**config.mk**
```make
export PLATFORM = sky130hd
export DESIGN_NAME = acc_datapath
export DESIGN_NICKNAME = d
export VERILOG_FILES = /design/src/rtl/acc_datapath.sv
export SDC_FILE = /design/constraint.sdc
export NUM_CORES = 1
export LEC_CHECK = 0
export ABC_AREA = 0
export BUFFER_PORTS_ARGS = -buffer_cell sky130_fd_sc_hd__buf_4
export CAP_MARGIN = 20
export CORE_ASPECT_RATIO = 0.6
export CORE_MARGIN = 1.5
export CORE_UTILIZATION = 50
export CTS_CLUSTER_DIAMETER = 100
export DETAILED_ROUTE_END_ITERATION = 16
export GPL_TIMING_DRIVEN = 0
export PLACE_DENSITY = 0.73
export SLEW_MARGIN = 20
export SYNTH_ARGS = -nofsm -noshare
export SYNTH_HDL_FRONTEND = slang
export SYNTH_SLANG_ARGS = --single-unit
```
**constraint.sdc**
```tcl
create_clock -name clk -period 5.29 [get_ports clk]
set_input_delay 0.529 -clock clk [delete_from_list [all_inputs] [get_ports clk]]
set_output_delay 0.529 -clock clk [all_outputs]
set_load 0.005 [all_outputs]
```
**src/rtl/acc_datapath.sv**
```systemverilog
// Operand accumulator with an IDLE/RUN/DONE control FSM.
// Adds or subtracts DEPTH streamed operands, with optional saturation and a sticky overflow flag.
module acc_datapath #(
    parameter  int WIDTH = 8,
    parameter  int DEPTH = 8,
    localparam int AW    = (DEPTH > 1) ? $clog2(DEPTH) : 1
) (
    input  logic             clk,
    input  logic             reset,
    input  logic             start,
    input  logic             sub,
    input  logic             sat_en,
    input  logic             in_valid,
    input  logic [WIDTH-1:0] in_data,
    output logic             in_ready,
    output logic             busy,
    output logic [AW-1:0]    addr,
    output logic [WIDTH-1:0] acc_out,
    output logic             ovf,
    output logic             done
);

    typedef enum logic [1:0] {
        S_IDLE,
        S_RUN,
        S_DONE
    } state_t;

    localparam logic [AW-1:0] LAST = AW'(DEPTH - 1);

    state_t           state_q, state_d;
    logic [WIDTH-1:0] acc_q, acc_d;
    logic [AW-1:0]    addr_q, addr_d;
    logic             ovf_q, ovf_d;
    logic             sub_q, sub_d;
    logic             sat_q, sat_d;

    logic             xfer;
    logic [WIDTH:0]   sum;
    logic             borrow;

    assign xfer   = in_valid && (state_q == S_RUN);
    assign sum    = {1'b0, acc_q} + {1'b0, in_data};
    assign borrow = in_data > acc_q;

    // NOTE: sequential state uses non-blocking assignments so every register samples pre-edge values.
    always_ff @(posedge clk) begin
        if (!reset) begin
            state_q <= S_IDLE;
        end else begin
            state_q <= state_d;
        end
    end

    always_comb begin
        state_d = state_q;
        case (state_q)
            S_IDLE:  if (start) state_d = S_RUN;
            S_RUN:   if (xfer && (addr_q == LAST)) state_d = S_DONE;
            S_DONE:  state_d = S_IDLE;
            default: state_d = S_IDLE;
        endcase
    end

    always_comb begin
        in_ready = (state_q == S_RUN);
        busy     = (state_q != S_IDLE);
        done     = (state_q == S_DONE);
    end

    // NOTE: every next-state signal gets a default first so no path can infer a latch.
    always_comb begin
        acc_d  = acc_q;
        addr_d = addr_q;
        ovf_d  = ovf_q;
        sub_d  = sub_q;
        sat_d  = sat_q;
        if ((state_q == S_IDLE) && start) begin
            acc_d  = '0;
            addr_d = '0;
            ovf_d  = 1'b0;
            sub_d  = sub;
            sat_d  = sat_en;
        end else if (xfer) begin
            addr_d = (addr_q == LAST) ? '0 : addr_q + AW'(1);
            if (addr_q == '0) begin
                acc_d = in_data;
            end else if (!sub_q) begin
                acc_d = sum[WIDTH-1:0];
                if (sum[WIDTH]) begin
                    ovf_d = 1'b1;
                    if (sat_q) acc_d = '1;
                end
            end else begin
                acc_d = acc_q - in_data;
                if (borrow) begin
                    ovf_d = 1'b1;
                    if (sat_q) acc_d = '0;
                end
            end
        end
    end

    // NOTE: the datapath is a handful of flops, so all of it is cleared by reset (no memory here).
    always_ff @(posedge clk) begin
        if (!reset) begin
            acc_q  <= '0;
            addr_q <= '0;
            ovf_q  <= 1'b0;
            sub_q  <= 1'b0;
            sat_q  <= 1'b0;
        end else begin
            acc_q  <= acc_d;
            addr_q <= addr_d;
            ovf_q  <= ovf_d;
            sub_q  <= sub_d;
            sat_q  <= sat_d;
        end
    end

    assign addr    = addr_q;
    assign acc_out = acc_q;
    assign ovf     = ovf_q;

endmodule

```
==> summary.md <==
| Metric | Value |
|---|---|
| Die area | `between 3000 and 4000 sq um` |
| Post-DP HPWL | `3430 um` |
| CP required | `5.46 ns` |
| Yosys reg bits | `16` |
| Top-area cell type share of the netlist area | `19.9%` |
| Minimum clock period | `~2.8 ns` |
| Netlist cell types | `between 40 and 50` |
| GPL Wtd Cong | `roughly 0.96` |
| Storage cell area | `320 sq um` |
| Sw frac | `between 30% and 40%` |
| Core region area | `between 2000 and 3000 sq um` |
| Worst R2R Path Depth | `9` |
| Post-layout instance area | `1920 sq um` |
| DR WL/cell | `15.0 um` |
| Status | `finished clean` |
| Post-Synthesis Cell Area | `between 1500 and 2000 sq um` |
| GR Overflow Total | `0` |
| Area delta synth->final | `19.8%` |
| Number of global-route vias before repair | `about 1.4k` |
| Initial core utilization | `54.2%` |
| Leak | `0.853 nW` |
| Clock Skew | `0.00586 ns` |
| Post-synth top area cell | `dfxtp_1` |
| Final setup fails | `0` |
| Via density | `5.58` |
| YS warnings | `0` |
| Worst skew pair latency | `roughly 0.26 ns` |
| Most common cell after layout, fill and taps aside | `buf_4` |
| RSZ-0062 raised after global routing | `no` |
| Switch Pwr | `about 0.11 mW` |
| Min-Delay Path Class | `flop to flop` |
| Final setup TNS | `0 ns` |
| Clock sink count | `16` |
| Longest Clk Path Bufs | `2` |
| Setup slack, reg-to-reg | `2.49 ns` |
| Final Hold Vio Count | `0` |
| Tcrit/Tclk final | `52.8%` |
| CTS resizes | `0` |
| Cts hold-fix bufs | `0` |
| Nets@finish | `279` |
| Slew Limit Fails | `0` |
| First drt pass iteration count | `4` |
| Die width | `76.2 um` |
| Cell count after synthesis | `211` |
| Critical Path Sink Type | `flop` |
| Clock slew at the register clock pins of the worst setup and hold paths | `0.07 ns` |
| Antenna Cells | `0` |
| Syn Nets | `around 250` |
| Top cells by area, synth | `dfxtp_1 (20%), ha_1 (15%), a21oi_1 (5.3%), inv_1 (4.7%), nor2b_1 (4.7%)` |
| I/O Buffers | `28` |
| CP Launch Type | `flop` |
| Overall Global Routing Usage | `25.4%` |
| IO Pins | `29` |
| Setup Buffers After CTS | `0` |
| # rows | `15` |
| Post-route DRC | `0` |
| Routed Antenna Nets | `0` |
| Worst slew margin relative to its limit | `58.6%` |
| Comb power frac | `29.3%` |
| Least-Margin Pin Slew | `0.616 ns` |
| Cell Int Power | `around 0.23 mW` |
| Leading cell types in the layout, fill and taps excluded | `buf_4 (28), inv_1 (20), ha_1 (19)` |
| Fmax | `between 300 and 400 MHz` |
| Crit path kind | `flop to flop` |
| Routed Wire Length | `~4300 um` |
| Share of cells above drive strength 1 | `between 15 and 20%` |
| Footprint of the multi-input gates | `1160 sq um` |
| Hold path depth | `1` |
| 1st-iter DRT viols | `roughly 190` |
| Die Y-Extent | `46.9 um` |
| Placed Area | `1870 sq um` |
| Root Driver | `clkbuf_8` |
| DR vias | `1590` |
| Depth of the CTS H-tree | `1` |
| TritonCTS clock tree | `yes` |
| Clock share of power | `32.9%` |
| Worst vdd ir | `97.1 uV` |
| Critical hold path startpoint | `state_q[1]` |
| Register area share after synthesis | `19.9%` |
| Number of CTS-inserted buffers | `3` |
| Max-Cap Viols | `0` |
| Power per standard cell area | `177 nW/um^2` |
| Arr. time, crit path | `2.97 ns` |
| Mean Syn Cell Area | `~7.6 sq um` |
| Initial antenna violation count | `0` |
| Largest net degree at the start of global routing | `11` |
| Sequential power share | `37.8%` |
| First-pass GRT wire length | `6870 um` |
| Worst r2r dst | `acc_out[2]` |
| Worst r2r src | `acc_out[0]` |
| Worst hold endpoint | `state_q[0]` |
| Fill cells | `284` |
| Critical Path Fanout Max | `4` |
[logic make-up after synthesis]
family,after synthesis,share of synthesized area (%)
simple gates,77,24.6
xor+xnor,8,4.36
mux,1,0.623
flops,16,19.9
fa+ha+maj,21,17.3
compound gates,58,25.4
buf+inv,30,7.79
[synth_stat cells (all sizes together)]
cell type  count
inv           20
ha            19
a21oi         18
nand2         17
dfxtp         16
nor2          15
nor2b         12
o21ai         11
nand3         10
nor3           7
xnor2          7
buf            5
clkbuf         5
o211ai         5
a311oi         4
nand2b         3
nor3b          3
o31ai          3
a211o          2
a211oi         2
fa             2
nand4          2
o21a           2
o21bai         2
o221ai         2
or2            2
a32o           1
and2           1
and3b          1
and4           1
mux2i          1
nand3b         1
o2111a         1
o21ba          1
o311a          1
o311ai         1
o32ai          1
o41ai          1
or3            1
or4            1
xor2           1
[power groups by stage]
stage	logic [mW]	registers, mW	clock network (mW)
6_report	0.0999	0.129	0.112
5_1_grt	0.111	0.129	0.119
4_1_cts	0.0982	0.129	0.116
3_5_place_dp	0.0977	0.131	0
3_3_place_gp	0.0971	0.131	0
2_1_floorplan	0.0656	0.131	0
[per-stage QoR]
stage          hold slack [ns]  std cells  total power [mW]  setup slack (ns)  util (%)
2_1_floorplan            0.426        211             0.196              2.64         -
3_3_place_gp             0.462        281             0.228              2.30      63.0
3_5_place_dp             0.461        281             0.229              2.33      63.0
4_1_cts                  0.469        285             0.343              2.51      64.9
5_1_grt                  0.503        285             0.360              2.37      64.9
6_report                 0.472        285             0.340              2.49      64.9
[sequential cells by signal, summed over array words and instances (netlist names)]
signal / count
sat_q: 1
sub_q: 1
ovf: 1
addr: 3
acc_out: 8
state_q: 2
[how the worst max path moves through the flow]
| stage | endpoint | startpoint | slack (ns) |
|---|---|---|---|
| after floorplan | acc_out[1] | in_data[0] | 2.64 |
| after global placement | acc_out[1] | in_data[0] | 2.30 |
| after detailed placement | acc_out[1] | in_data[0] | 2.33 |
| after CTS | acc_out[2] | acc_out[0] | 2.51 |
| after global routing | acc_out[2] | acc_out[0] | 2.37 |
| final | acc_out[2] | acc_out[0] | 2.49 |
[metal layers]
| metal | up-vias | global-route usage, % | wire length (um) | share of wire, % |
|---|---|---|---|---|
| li1 | 811 | - | - | - |
| met1 | 718 | 38.0 | 2200 | 51 |
| met2 | 58 | 38.0 | 1680 | 39 |
| met3 | 3 | 5.05 | 381 | 8.9 |
| met4 | 0 | 5.56 | 19 | 0.44 |
| met5 | - | 0 | 0 | 0 |
[worst max-delay path, stage by stage, from the launching register on]
cell      delay (ns)
dfxtp_1         0.39
ha_1            0.19
inv_1           0.05
fa_1            0.42
o21ba_1         0.23
or4_4           0.44
a211o_1         0.33
a211oi_2        0.37
a311oi_1        0.11
o211ai_1        0.19
[layout make-up]
class,instances,area share [%]
Multi-Input combinational cell,165,60.3
Sequential cell,16,16.6
Timing Repair Buffer,28,10.9
Inverter,20,3.90
Clock buffer,4,2.86
Tap cell,42,2.73
Buffer,10,2.60
No activity file was read; power rests on OpenSTA's default activity.
